$ cat config.mk
export PLATFORM = sky130hd
export DESIGN_NAME = wfg_stim_ramp
export DESIGN_NICKNAME = d
export VERILOG_FILES = /design/src/rtl/wfg_stim_ramp_pkg.sv /design/src/rtl/wfg_stim_ramp_step.sv /design/src/rtl/wfg_stim_ramp.sv
export SDC_FILE = /design/constraint.sdc
export NUM_CORES = 1
export LEC_CHECK = 0
export CAP_MARGIN = 0
export CORE_ASPECT_RATIO = 0.9
export CORE_UTILIZATION = 35
export CTS_CLUSTER_SIZE = 28
export DETAILED_ROUTE_END_ITERATION = 10
export GPL_TIMING_DRIVEN = 1
export SETUP_SLACK_MARGIN = 0.3
export SLEW_MARGIN = 20
export SYNTH_ARGS = -nofsm -noshare
export SYNTH_HDL_FRONTEND = slang
export SYNTH_HIERARCHICAL = 1
export SYNTH_SLANG_ARGS = --single-unit
$ cat constraint.sdc
create_clock -name wb_clk_i -period 6.4 [get_ports wb_clk_i]
set_input_delay 1.6 -clock wb_clk_i [delete_from_list [all_inputs] [get_ports wb_clk_i]]
set_output_delay 1.6 -clock wb_clk_i [all_outputs]
set_load 0.01 [all_outputs]
$ cat src/rtl/wfg_stim_ramp_pkg.sv
// Shared types for the ramp stimulus source.
// State encoding and waveform mode selectors.
package wfg_stim_ramp_pkg;

  typedef enum logic [1:0] {
    IDLE,
    UP,
    DOWN,
    DRAIN
  } state_t;

  localparam logic MODE_SAW = 1'b0;
  localparam logic MODE_TRI = 1'b1;

endpackage

$ cat src/rtl/wfg_stim_ramp_step.sv
// Combinational next-sample calculator for the ramp source.
// Uses one extra bit for sums and compares so nothing wraps.
module wfg_stim_ramp_step
  import wfg_stim_ramp_pkg::*;
#(
  parameter int W = 32
) (
  input  logic [W-1:0] v,
  input  logic [W-1:0] inc,
  input  logic [W-1:0] start,
  input  logic [W-1:0] lim,
  input  logic         mode,
  input  logic         dir,
  output logic [W-1:0] next_v,
  output logic         next_dir
);

  logic [W:0] sum;
  logic [W:0] floor_v;
  logic       flat;
  logic       is_saw;
  logic       is_up;
  logic       is_dn;

  assign sum     = {1'b0, v} + {1'b0, inc};
  assign floor_v = {1'b0, start} + {1'b0, inc};
  assign flat    = (inc == '0) || (start >= lim);
  assign is_saw  = !flat && (mode == MODE_SAW);
  assign is_up   = !flat && (mode == MODE_TRI) && !dir;
  assign is_dn   = !flat && (mode == MODE_TRI) && dir;

  always_comb begin
    next_v   = start;
    next_dir = 1'b0;
    unique case (1'b1)
      is_saw: begin
        if (sum > {1'b0, lim}) next_v = start;
        else                   next_v = sum[W-1:0];
      end
      is_up: begin
        if (sum >= {1'b0, lim}) begin
          next_v   = lim;
          next_dir = 1'b1;
        end else begin
          next_v = sum[W-1:0];
        end
      end
      is_dn: begin
        if ({1'b0, v} <= floor_v) begin
          next_v = start;
        end else begin
          next_v   = v - inc;
          next_dir = 1'b1;
        end
      end
      default: begin
        next_v   = start;
        next_dir = 1'b0;
      end
    endcase
  end

endmodule

$ cat src/rtl/wfg_stim_ramp.sv
// Ramp stimulus source: sawtooth/triangle samples on AXI-Stream.
// FSM, shadow config, frame counter and output register.
module wfg_stim_ramp
  import wfg_stim_ramp_pkg::*;
#(
  parameter int AXIS_DATA_WIDTH = 32,
  parameter int FRAME_W         = 16
) (
  input  logic                       wb_clk_i,
  input  logic                       wb_rst_i,
  input  logic                       ctrl_en_q_i,
  input  logic                       cfg_mode_q_i,
  input  logic [AXIS_DATA_WIDTH-1:0] cfg_start_q_i,
  input  logic [AXIS_DATA_WIDTH-1:0] cfg_inc_q_i,
  input  logic [AXIS_DATA_WIDTH-1:0] cfg_limit_q_i,
  input  logic [FRAME_W-1:0]         cfg_len_q_i,
  input  logic                       wfg_axis_tready_i,
  output logic                       wfg_axis_tvalid_o,
  output logic [AXIS_DATA_WIDTH-1:0] wfg_axis_tdata_o,
  output logic                       wfg_axis_tlast_o,
  output logic                       busy_o
);

  localparam logic [FRAME_W-1:0] ONE = {{(FRAME_W-1){1'b0}}, 1'b1};

  state_t                     state;
  logic [AXIS_DATA_WIDTH-1:0] start_q;
  logic [AXIS_DATA_WIDTH-1:0] inc_q;
  logic [AXIS_DATA_WIDTH-1:0] lim_q;
  logic                       mode_q;
  logic [FRAME_W-1:0]         len_q;
  logic [FRAME_W-1:0]         cnt_q;

  logic                       beat;
  logic [AXIS_DATA_WIDTH-1:0] next_v;
  logic                       next_dir;
  logic [FRAME_W-1:0]         cnt_nxt;
  logic                       tlast_nxt;
  logic [AXIS_DATA_WIDTH-1:0] lim_eff;

  assign beat      = wfg_axis_tvalid_o & wfg_axis_tready_i;
  assign busy_o    = (state != IDLE);
  assign cnt_nxt   = wfg_axis_tlast_o ? '0 : cnt_q + ONE;
  assign tlast_nxt = (len_q != '0) && (cnt_nxt == len_q - ONE);
  assign lim_eff   = (cfg_limit_q_i > cfg_start_q_i) ?
                     cfg_limit_q_i : cfg_start_q_i;

  wfg_stim_ramp_step #(
    .W (AXIS_DATA_WIDTH)
  ) u_step (
    .v        (wfg_axis_tdata_o),
    .inc      (inc_q),
    .start    (start_q),
    .lim      (lim_q),
    .mode     (mode_q),
    .dir      (state == DOWN),
    .next_v   (next_v),
    .next_dir (next_dir)
  );

  always_ff @(posedge wb_clk_i) begin
    if (wb_rst_i) begin
      state             <= IDLE;
      start_q           <= '0;
      inc_q             <= '0;
      lim_q             <= '0;
      mode_q            <= MODE_SAW;
      len_q             <= '0;
      cnt_q             <= '0;
      wfg_axis_tvalid_o <= 1'b0;
      wfg_axis_tdata_o  <= '0;
      wfg_axis_tlast_o  <= 1'b0;
    end else begin
      unique case (state)
        IDLE: begin
          if (ctrl_en_q_i) begin
            start_q           <= cfg_start_q_i;
            inc_q             <= cfg_inc_q_i;
            lim_q             <= lim_eff;
            mode_q            <= cfg_mode_q_i;
            len_q             <= cfg_len_q_i;
            cnt_q             <= '0;
            wfg_axis_tvalid_o <= 1'b1;
            wfg_axis_tdata_o  <= cfg_start_q_i;
            wfg_axis_tlast_o  <= (cfg_len_q_i == ONE);
            state             <= UP;
          end
        end
        UP, DOWN: begin
          if (!ctrl_en_q_i) begin
            if (beat) begin
              wfg_axis_tvalid_o <= 1'b0;
              wfg_axis_tlast_o  <= 1'b0;
              state             <= IDLE;
            end else begin
              state <= DRAIN;
            end
          end else if (beat) begin
            wfg_axis_tdata_o <= next_v;
            wfg_axis_tlast_o <= tlast_nxt;
            cnt_q            <= cnt_nxt;
            state            <= next_dir ? DOWN : UP;
          end
        end
        DRAIN: begin
          if (beat) begin
            wfg_axis_tvalid_o <= 1'b0;
            wfg_axis_tlast_o  <= 1'b0;
            state             <= IDLE;
          end
        end
        default: state <= IDLE;
      endcase
    end
  end

endmodule

==> PnR_summary.wiki <==
{| class="wikitable"
! Metric !! Value
|-
| Final clock period utilization by the worst path || 93.2%
|-
| Final worst clock skew || 0.0163 ns
|-
| Slew Limit Fails || 0
|-
| Async set or reset register ratio after synthesis || 0%
|-
| Total inserted antenna cells || 0
|-
| Clock Tree Root || clkbuf_16
|-
| Initial Utilization || 35.6%
|-
| Fraction of final layout cells sized beyond drive strength 1 || 8.04%
|-
| DIE AREA || 48400 µm²
|-
| Count of distinct cell types in the synthesized netlist || 94
|-
| Leakage Power || 8.40 nW
|-
| Site Rows || 75
|-
| Leading post-synthesis cells by cell area || dfxtp_1 (20%), ha_1 (17%), a21oi_1 (6.7%)
|-
| Data arrival time of the worst path || 6.34 ns
|-
| Number of enable flip-flop cells after synthesis || 0
|-
| DP Cell Count || 2963
|-
| Average wire per standard cell || 21.7 µm
|-
| Cell area after technology mapping || 16600 µm²
|-
| Total DRC errors in the routed layout || 0
|-
| Maximum clock rate || 168 MHz
|-
| Share of synthesized area occupied by flip-flops and latches || 19.8%
|-
| Number of nets in the final layout || 2726
|-
| Die height || 209 µm
|-
| Gate count of the mapped netlist || 2226
|-
| Most common cell after layout, fill and taps aside || nand2_1
|-
| Run status || finished, final reports clean
|-
| Synthesis-stage register bit count || 165
|-
| Number of DRC markers in iteration 0 || 1413
|-
| Cell taking the most area after synthesis || dfxtp_1
|-
| CTS Buf Count || 17
|-
| Primary flip-flop cell chosen by synthesis mapping || dfxtp_1
|-
| Avg Synthesized Cell Area || 7.48 µm²
|-
| Number of top-level pins || 152
|-
| Number of antenna violations at the first check in global routing || 3
|-
| Aggregate global routing overflow || 0
|-
| Shortest period the worst path allows || 5.97 ns
|-
| Worst-Skew Late Latency || 0.47 ns
|-
| Relative slew slack || 23.1%
|-
| Core Footprint || 46700 µm²
|-
| Total GRT Usage || 26.7%
|-
| Half-perimeter wire length after detailed placement || 52100 µm
|-
| Die X || 232 µm
|-
| Setup violation total in the final timing report || 0
|-
| Pin count of the biggest net entering global routing || 85
|-
| IO buf count || 151
|-
| Drt pass-1 iters || 6
|-
| Warnings from Yosys || 6
|-
| Final Hold Fails || 0
|-
| VDD IR-drop max || 0.000247 V
|-
| Setup slack at placement || -0.229 ns
|-
| Vias in the first global route || 16600
|-
| First-pass GRT wire length || 98900 µm
|-
| Largest fanout on the critical path || 5
|-
| Total number of vias || 17300
|-
| Final worst setup slack || 0.434 ns
|-
| Nature of the critical path endpoint || flip-flop
|-
| Class of the most critical hold timing path || flip-flop to flip-flop
|-
| Max Buffers Root-to-Sink || 2
|-
| Clock tree from TritonCTS || done
|-
| Layout-stage area growth over the synthesis result || 20.2%
|-
| Class of the most critical setup path || flip-flop to flip-flop
|-
| Power per unit of standard cell area || 317 nW/µm²
|-
| CTS Hold Buffers Added || 0
|-
| Number of standard cells in the layout, taps in and fillers out || 3005
|-
| Routed wire length || 65100 µm
|-
| Worst hold slack across all endpoints || 0.491 ns
|-
| Fraction of synthesized cell area taken by the top area cell type || 19.8%
|-
| Clock sink total || 165
|-
| Routability-driven placement congestion ratio || 1.01
|-
| Deepest level of the CTS H-tree || 4
|-
| Clk slew on worst S/H paths || 0.07 ns
|-
| Vias per cell || 5.74
|-
| Commonest cells after routing, fill and taps aside || nand2_1 (275), ha_1 (228), a21oi_1 (219)
|-
| Startpoint type of the worst setup path || flip-flop
|-
| Post-Syn Nets || 2575
|-
| Antenna violation net count after detailed routing || 0
|-
| Slew at the pin closest to its max-slew limit || 1.15 ns
|-
| CP required || 6.77 ns
|-
| Max-capacitance violation count || 0
|-
| Setup repair after global routing missed its margin || false
|}
-- flip-flops by register name (all words and copies together) (netlist names) --
signal and flops:
inc_q 32, lim_q 32, start_q 32, wfg_axis_tdata_o 32, cnt_q 16, len_q 16, state 2, mode_q 1
wfg_axis_tlast_o 1, wfg_axis_tvalid_o 1
-- per-layer routing --
metal / routed length (µm) / GRT usage, %
met2: 29600 / 43.1
met5: 26 / 0
met1: 30300 / 36.5
met3: 3680 / 3.83
met4: 1620 / 7.87
-- worst max-delay path, stage by stage, from the launching register on --
cell	delay [ns]
dfxtp_1	0.49
ha_1	0.30
nor2b_1	0.25
o311a_1	0.29
o211ai_1	0.19
o21ai_2	0.29
a21oi_1	0.19
o31a_1	0.40
o311a_1	0.34
o21ai_1	0.23
nor2b_2	0.22
ha_1	0.28
nand3_2	0.20
nor4_4	0.07
and3_1	0.21
or4b_4	0.51
nor3_4	0.23
a21o_2	0.18
buf_6	0.14
nand2_2	0.09
o221a_2	0.30
o21ai_1	0.15
mux2i_1	0.10
a211oi_1	0.21
-- synthesized netlist by cell type, drive strengths merged, types with 6 or more instances --
library cell  count
o211ai           18
and3             19
and2              7
ha              229
nor4b             6
nor3b             8
nand2b           21
clkbuf           75
a21oi           227
a31oi             6
a222oi           15
o311ai            7
nor3             32
inv             159
buf              28
o21bai           19
nor2b            31
nor2            199
nand3            55
a21o             37
and4              6
o21a              8
dfxtp           165
xnor2            70
nand4            36
o31a              6
mux2i            73
nand2           277
a22oi            19
xor2             37
o21ai            91
or3              14
o31ai             7
or2               9
a211oi           90
nor4             34
-- final cells by class --
class	count	area [µm²]
inverters	159	597
clock buffers	22	454
multi-input cells	1799	12600
flip-flops and latches	165	3310
fillers	4777	26700
well taps	616	771
repair buffers	235	2200
clock inverters	9	129
-- path summary, 6_finish.rpt --
path / start / endpoint / slack (ns) / depth (start not counted)
worst min-delay path: len_q[7] / len_q[7] / 0.49 / 2
worst max register to register: wfg_axis_tdata_o[1] / wfg_axis_tdata_o[11] / 0.43 / 23
worst min register to register: len_q[7] / len_q[7] / 0.49 / 2
worst max-delay path: wfg_axis_tdata_o[1] / wfg_axis_tdata_o[11] / 0.43 / 23
-- per-stage QoR --
step / util, % / TNS, ns / area (µm²) / total power, W
6_report: 42.8 / 0 / 20000 / 0.00635
5_1_grt: 42.8 / 0 / 20000 / 0.00674
4_1_cts: 42.3 / 0 / 19800 / 0.00618
3_5_place_dp: 40.9 / -1.61 / 19100 / 0.00503
3_3_place_gp: 40.9 / -0.323 / 19100 / 0.00498
2_1_floorplan: - / 0 / 16600 / 0.00370
-- report_power, final --
group | total, W | switching [W] | internal [W]
sequential | 0.00139 | 0.000227 | 0.00116
clock | 0.00109 | 0.000473 | 0.000620
combinational | 0.00386 | 0.00231 | 0.00156
total | 0.00635 | 0.00301 | 0.00334
-- cell families (layout without fill, tap and decap cells) --
group	after synthesis	after routing	synth area share (%)
buffers and inverters	262	425	6.18
XOR/XNOR	107	107	5.63
flip-flops	165	165	19.8
multiplexers	77	77	4.66
adder cells (fa/ha/maj)	232	232	17.6
AO/OA/AOI/OAI	617	617	24.6
AND/OR/NAND/NOR	766	766	21.6
-- what timing repair did --
| action | CTS | global route |
|---|---|---|
| gates cloned | 0 | 1 |
| endpoints found under the hold margin | 0 | 0 |
| setup endpoints to repair | 34 | 34 |
| setup buffers | 1 | 9 |
| resized for setup | 17 | 48 |
| pin swaps | 1 | 25 |
Power figures use the tool's default switching activity.
